[src/rtl/apb4_pkg.sv]
// Shared definitions for the APB4 command master: FSM encoding, PPROT bit
// positions and the default PREADY timeout.
package apb4_pkg;

  typedef enum logic [1:0] {
    ST_IDLE   = 2'd0,
    ST_SETUP  = 2'd1,
    ST_ACCESS = 2'd2,
    ST_RESP   = 2'd3
  } apb4_state_e;

  localparam int PPROT_PRIV   = 0;
  localparam int PPROT_NONSEC = 1;
  localparam int PPROT_INSTR  = 2;

  localparam int APB4_DEFAULT_TIMEOUT = 256;

endpackage

[src/rtl/apb4_cmd_master.sv]
// APB4 requester: turns one valid/ready command at a time into a SETUP/ACCESS
// sequence and returns read data / error status on a valid/ready response port.
module apb4_cmd_master
  import apb4_pkg::*;
#(
  parameter int AW      = 32,
  parameter int DW      = 32,
  parameter int DS      = DW / 8,
  parameter int TIMEOUT = APB4_DEFAULT_TIMEOUT,
  parameter int CW      = 16
) (
  input  logic          PCLK,
  input  logic          PRESET,
  input  logic          req_valid,
  output logic          req_ready,
  input  logic          req_write,
  input  logic [AW-1:0] req_addr,
  input  logic [DW-1:0] req_wdata,
  input  logic [DS-1:0] req_strb,
  input  logic [2:0]    req_prot,
  output logic          rsp_valid,
  input  logic          rsp_ready,
  output logic [DW-1:0] rsp_rdata,
  output logic          rsp_err,
  output logic          PSEL,
  output logic          PENABLE,
  output logic [AW-1:0] PADDR,
  output logic          PWRITE,
  output logic [DW-1:0] PWDATA,
  output logic [DS-1:0] PSTRB,
  output logic [2:0]    PPROT,
  input  logic [DW-1:0] PRDATA,
  input  logic          PREADY,
  input  logic          PSLVERR
);

  apb4_state_e   r_state;
  logic [CW-1:0] r_cnt;
  logic          r_psel;
  logic          r_penable;
  logic [AW-1:0] r_paddr;
  logic          r_pwrite;
  logic [DW-1:0] r_pwdata;
  logic [DS-1:0] r_pstrb;
  logic [2:0]    r_pprot;
  logic          r_rsp_valid;
  logic [DW-1:0] r_rsp_rdata;
  logic          r_rsp_err;
  logic          w_timeout;

  // Counter value TIMEOUT-1 in the current ACCESS cycle means this is the
  // TIMEOUT-th consecutive wait cycle; a TIMEOUT of 0 never fires.
  assign w_timeout = (TIMEOUT != 0) && (r_cnt == CW'(TIMEOUT - 1));
  assign req_ready = (r_state == ST_IDLE) && !PRESET;

  always_ff @(posedge PCLK or posedge PRESET) begin
    if (PRESET) begin
      r_state     <= ST_IDLE;
      r_cnt       <= '0;
      r_psel      <= 1'b0;
      r_penable   <= 1'b0;
      r_paddr     <= '0;
      r_pwrite    <= 1'b0;
      r_pwdata    <= '0;
      r_pstrb     <= '0;
      r_pprot     <= '0;
      r_rsp_valid <= 1'b0;
      r_rsp_rdata <= '0;
      r_rsp_err   <= 1'b0;
    end else begin
      case (r_state)
        ST_IDLE: begin
          if (req_valid) begin
            r_paddr   <= req_addr;
            r_pwrite  <= req_write;
            r_pwdata  <= req_write ? req_wdata : '0;
            r_pstrb   <= req_write ? req_strb : '0;
            r_pprot   <= req_prot;
            r_psel    <= 1'b1;
            r_penable <= 1'b0;
            r_state   <= ST_SETUP;
          end
        end
        ST_SETUP: begin
          r_penable <= 1'b1;
          r_cnt     <= '0;
          r_state   <= ST_ACCESS;
        end
        ST_ACCESS: begin
          if (PREADY) begin
            r_rsp_rdata <= r_pwrite ? '0 : PRDATA;
            r_rsp_err   <= PSLVERR;
            r_rsp_valid <= 1'b1;
            r_psel      <= 1'b0;
            r_penable   <= 1'b0;
            r_state     <= ST_RESP;
          end else if (w_timeout) begin
            r_rsp_rdata <= '0;
            r_rsp_err   <= 1'b1;
            r_rsp_valid <= 1'b1;
            r_psel      <= 1'b0;
            r_penable   <= 1'b0;
            r_state     <= ST_RESP;
          end else begin
            r_cnt <= r_cnt + CW'(1);
          end
        end
        ST_RESP: begin
          if (rsp_ready) begin
            r_rsp_valid <= 1'b0;
            r_state     <= ST_IDLE;
          end
        end
        default: r_state <= ST_IDLE;
      endcase
    end
  end

  assign PSEL      = r_psel;
  assign PENABLE   = r_penable;
  assign PADDR     = r_paddr;
  assign PWRITE    = r_pwrite;
  assign PWDATA    = r_pwdata;
  assign PSTRB     = r_pstrb;
  assign PPROT     = r_pprot;
  assign rsp_valid = r_rsp_valid;
  assign rsp_rdata = r_rsp_rdata;
  assign rsp_err   = r_rsp_err;

endmodule

[config.mk]
export PLATFORM = sky130hd
export DESIGN_NAME = apb4_cmd_master
export DESIGN_NICKNAME = d
export VERILOG_FILES = /design/src/rtl/apb4_pkg.sv /design/src/rtl/apb4_cmd_master.sv
export SDC_FILE = /design/constraint.sdc
export NUM_CORES = 1
export LEC_CHECK = 0
export ABC_CLOCK_PERIOD_IN_PS = 10280
export CAP_MARGIN = 25
export CORE_MARGIN = 1.5
export CORE_UTILIZATION = 47
export CTS_BUF_LIST = sky130_fd_sc_hd__clkbuf_8
export CTS_CLUSTER_DIAMETER = 40
export DETAILED_ROUTE_END_ITERATION = 12
export PLACE_DENSITY_LB_ADDON = 0.3
export SLEW_MARGIN = 25
export SYNTH_ARGS = -nofsm -noshare
export SYNTH_HDL_FRONTEND = slang
export SYNTH_SLANG_ARGS = --single-unit
[constraint.sdc]
create_clock -name PCLK -period 10.28 [get_ports PCLK]
set_input_delay 2.056 -clock PCLK [delete_from_list [all_inputs] [get_ports PCLK]]
set_output_delay 2.056 -clock PCLK [all_outputs]
set_load 0.01 [all_outputs]
# Yosys cells after proc, flatten, opt, wreduce, memory -nomap -nowiden
# Cells that the tools add are included.
# W data, S select, Z words.
[classes]
muxes = 24
n_addsub = 1
eq_ne = 9
reduce_logical = 15
[op_table]
columns = ["cell", "n"]
rows = [
  ["$mux W32", 4],
  ["$mux W16", 2],
  ["$pmux W16 S2", 1],
  ["$add A16 B1 Y16 const B", 1],
  ["$eq A16 B8 Y1 const B", 1],
  ["$reduce_and A3 Y1", 5],
  ["$mux W1", 8],
  ["$mux W2", 4],
  ["$ne A2 B2 Y1 const B", 4],
  ["$pmux W2 S4", 1],
  ["$reduce_bool A2 Y1", 4],
  ["$eq A2 B2 Y1 const B", 2],
  ["$mux W4", 1],
  ["$pmux W1 S2", 2],
  ["$reduce_and A2 Y1", 2],
  ["$ne A3 B3 Y1 const B", 1],
  ["$pmux W1 S3", 1],
  ["$reduce_bool A3 Y1", 1],
  ["$eq A2 B1 Y1 const B", 1],
  ["$logic_not A2 Y1", 1],
  ["$logic_and A1 B1 Y1", 1],
  ["$logic_not A1 Y1", 1],
]
[word_totals]
inputBits = 110
reg_bits = 126
output_inout_bits = 109

# Logic depth before layout (Yosys ltp)
[depth]
depth_word = 4
depth_mapped = 7
mapped_depth_nobuf = 6

# Worst setup path after synthesis
# No wires, ideal clock.
[synth_path]
path_kind = "input -> output"
startpoint = "input port PRESET"
endpoint = "output port req_ready"
path_slack_ps = 5990
required_ps = 8224
arrival_ps = 2234
path_buffers = 0
path_stages = 1
path_cell_list = "nor2b_1"
[synth_between]
elab_chain_cells = 2
[synth_rtl]
columns = ["element", "line", "text"]
rows = [
  ["from (decl)", "apb4_cmd_master.sv:13", "input logic PRESET,"],
  ["$logic_not A1 Y1 (no source line)", "n/a", ""],
  ["$logic_and A1 B1 Y1", "apb4_cmd_master.sv:54", "assign req_ready = (r_state == ST_IDLE) && !PRESET;"],
  ["to (decl)", "apb4_cmd_master.sv:15", "output logic req_ready,"],
]
# No other way between the ends.

# Worst setup path after layout
# Same ends and word-level chain as after synthesis.

==> run_results.csv <==
group,metric,value,unit
status,status,"completed",
yosys,yosysWarnings,0,
floorplan,core_area,10800,um^2
sta,min_period,5.26,ns
final_layout,final_nets,773,
detailed_routing,post_drt_wl_per_cell,16.7,um
final_layout,synthToLayoutAreaGrowth,51.2,%
sta,skew,0.00808,ns
floorplan,num_io_pins,219,
global_route,antenna_found_initial,0,
setup_path,critPathArrivalTime,3.20,ns
sta,setup_viol,0,
hold_path,hold_depth,2,
yosys,syn-instance-count,439,
hold_path,hp-class,"flip-flop to flip-flop",
global_route,first_global_vias,4347,
detailed_routing,drc,0,
cts,clockRootBuffer,"clkbuf_8",
setup_path,cp.required,8.22,ns
yosys,syn_area,5180,um^2
setup_path,start_kind,"primary input",
sta,rsz0062_at_grt,"false",
detailed_routing,drt_first_pass_iters,4,
sta,relSlewSlack,40.9,%
setup_path,crit_type,"primary input to primary output",
sta,finalHoldViolations,0,
cts,clock_latency,0.44,ns
final_layout,final_util,72.6,%
placement,io_buffers,218,
power,max-vdd-ir-drop,197,uV
detailed_routing,viasPerCell,5.25,
setup_path,critPathTopFamily,"buffers and inverters",
floorplan,start_util,48.0,%
sta,max_slew.worst_pin.slew,0.886,ns
cts,cts_setup_buffers,0,
detailed_routing,drtIter0Drc,249,
global_route,overflow,0,
yosys,ys_seq_area_share,60.9,%
cts,clockBufferDepth,2,
final_layout,finalNonFillerCells,803,
cts,cts.reportedPaths.clkPinSlew,0.06,ns
setup_path,critical_path.cell_chain,"clkdlybuf4s50_1, nor2b_1, clkdlybuf4s50_1",
detailed_routing,num_vias,4216,
yosys,synth_edf_count,0,
setup_path,end_kind,"primary output",
sta,timing.fmax,190,MHz
yosys,synth-main-ff-cell,"dfrtp_1",
yosys,synthArstFlopShare,100,%
detailed_routing,wirelength,13400,um
cts,hold_buffers,0,
floorplan,die_x,108,um
placement,placed_area,7490,um^2
setup_path,path_buf_inv,2,
final_layout,fin_area,7830,um^2
setup_path,cpPeakStageDelay,0.54,ns
placement,gp_congestion,0.855,
global_route,grt_first_pass_wirelength,21300,um
final_layout,multiInputGateArea,1920,um^2
final_layout,layout_commonest_cell,"clkdlybuf4s50_1",
placement,dp.cells,777,
setup_path,worstPathMaxFanout,2,
setup_path,r2r_cells,7,
floorplan,die_area,11700,um^2
job,cap_violations,0,
final_layout,mostFrequentLayoutCells,"clkdlybuf4s50_1 (218), dfrtp_1 (126), nand2_1 (81)",
final_layout,fillers,767,
sta,setup_tns,0,ns
cts,cts_resized,0,
final_layout,seq_area,3150,um^2
sta,period_share,51.1,%
global_route,grt_max_degree,109,
cts,cts_buffers,17,
final_layout,diodes,0,
floorplan,rows,38,
final_layout,drive_gt1_share,11.3,%
power,powerDensity,271,nW/um^2
sta,fin_hold_ws,0.479,ns
setup_path,crit_cells,3,
cts,cts.sinks,126,
power,p_leak,0.00344,uW
detailed_routing,antenna_left,0,
sta,slew_viol_final,0,
cts,cts_tree,"yes",
floorplan,dieHeight,108,um
setup_path,slowest_stage,"clkdlybuf4s50_1",
yosys,synth_nets,556,
setup_path,crit_top_cell,"clkdlybuf4s50_1",
yosys,postSynthAreaPerCell,11.8,um^2
yosys,ys_types,41,
yosys,synth_seq_cells,126,
cts,cts_htree_levels,4,
global_route,grt_util_all_layers,24.0,%
placement,hpwl,9630,um
-- logic make-up (layout without fill, tap and decap cells) --
| group | after synthesis | after routing | synth area share, % |
|---|---|---|---|
| and+or+nand+nor | 136 | 136 | 12.7 |
| DFF | 126 | 126 | 60.9 |
| AOI/OAI and AO/OA | 92 | 92 | 12.6 |
| muxes | 42 | 42 | 9.04 |
| buffers and inverters | 32 | 256 | 2.42 |
| adders and majority gates | 7 | 7 | 1.69 |
| xor gates and xnor gates | 4 | 4 | 0.677 |
-- worst register-to-register path: cells and delay by family (launching register included) --
family	cells	cell delay, ns
buf+inv	2	0.39
fa+ha+maj	1	0.45
flops	1	0.42
simple gates	2	0.29
compound gates	2	0.80
-- flip-flops by register name, summed over array words and instances, names as in the netlist --
name and count:
PADDR 32, PENABLE 1, PPROT 3, PSEL 1
PSTRB 4, PWDATA 32, PWRITE 1, r_cnt 16
r_state 2, rsp_err 1, rsp_rdata 32, rsp_valid 1
-- area by class of cell --
type	instances	area share, %
timing repair buffer	222	28.2
multi-input combinational	281	24.6
clock inverter	5	0.591
clock buffer	21	3.69
inverter	8	0.415
sequential	126	40.3
tap	140	2.24
-- routing by layer --
layer  track usage (%)  wire length [um]  share of wire (%)  up-vias
met5                 0                 0                  0        -
met4              11.4               376                2.8        0
met3              9.58              1010                7.5       31
met2              39.9              6890                 51      161
met1              26.9              5160                 38     2036
li1                  -                 -                  -     1988
-- Yosys cell counts (2+ instances only) --
cell	count	area [um^2]
inv_1	8	30.0
buf_2	3	15.0
mux2i_1	4	40.0
a211o_1	2	17.5
o311ai_0	2	17.5
xnor2_1	2	17.5
o31ai_1	2	15.0
and3_1	4	25.0
nand4_1	6	37.5
nand3_1	7	35.0
a21oi_1	5	25.0
o21ai_0	39	195
a31oi_1	2	12.5
ha_1	7	87.6
and4_1	2	17.5
xor2_1	2	17.5
a22o_1	34	298
nand2b_1	2	12.5
nor2b_1	4	25.0
mux2_2	38	428
nand2_1	82	308
clkbuf_1	20	75.1
nor4_1	4	25.0
or4_1	3	22.5
nand4b_1	2	17.5
nor2_1	8	30.0
dfrtp_1	126	3150
nor3_1	5	25.0
a41oi_1	2	17.5
-- power by group --
group	total (uW)	internal [uW]	switching [uW]
combinational	927	539	388
clock	375	205	170
sequential	818	700	118
-- metrics by stage --
step | power (uW) | setup slack [ns]
2_1_floorplan | 1220 | 4.87
3_3_place_gp | 1720 | 5.03
3_5_place_dp | 1760 | 5.03
4_1_cts | 2140 | 5.02
5_1_grt | 2250 | 4.99
6_report | 2120 | 5.02
-- worst paths after layout --
| path | from | end | slack, ns |
|---|---|---|---|
| hold reg to reg | PWDATA[4] | PWDATA[4] | 0.48 |
| min in group asynchronous | PRESET | rsp_valid | 2.10 |
| hold / removal | PWDATA[4] | PWDATA[4] | 0.48 |
| setup / recovery | PRESET | req_ready | 5.02 |
| max in group asynchronous | PRESET | PWDATA[24] | 6.84 |
| setup reg to reg | r_state[0] | r_cnt[7] | 7.81 |
Power figures use the tool's default switching activity.
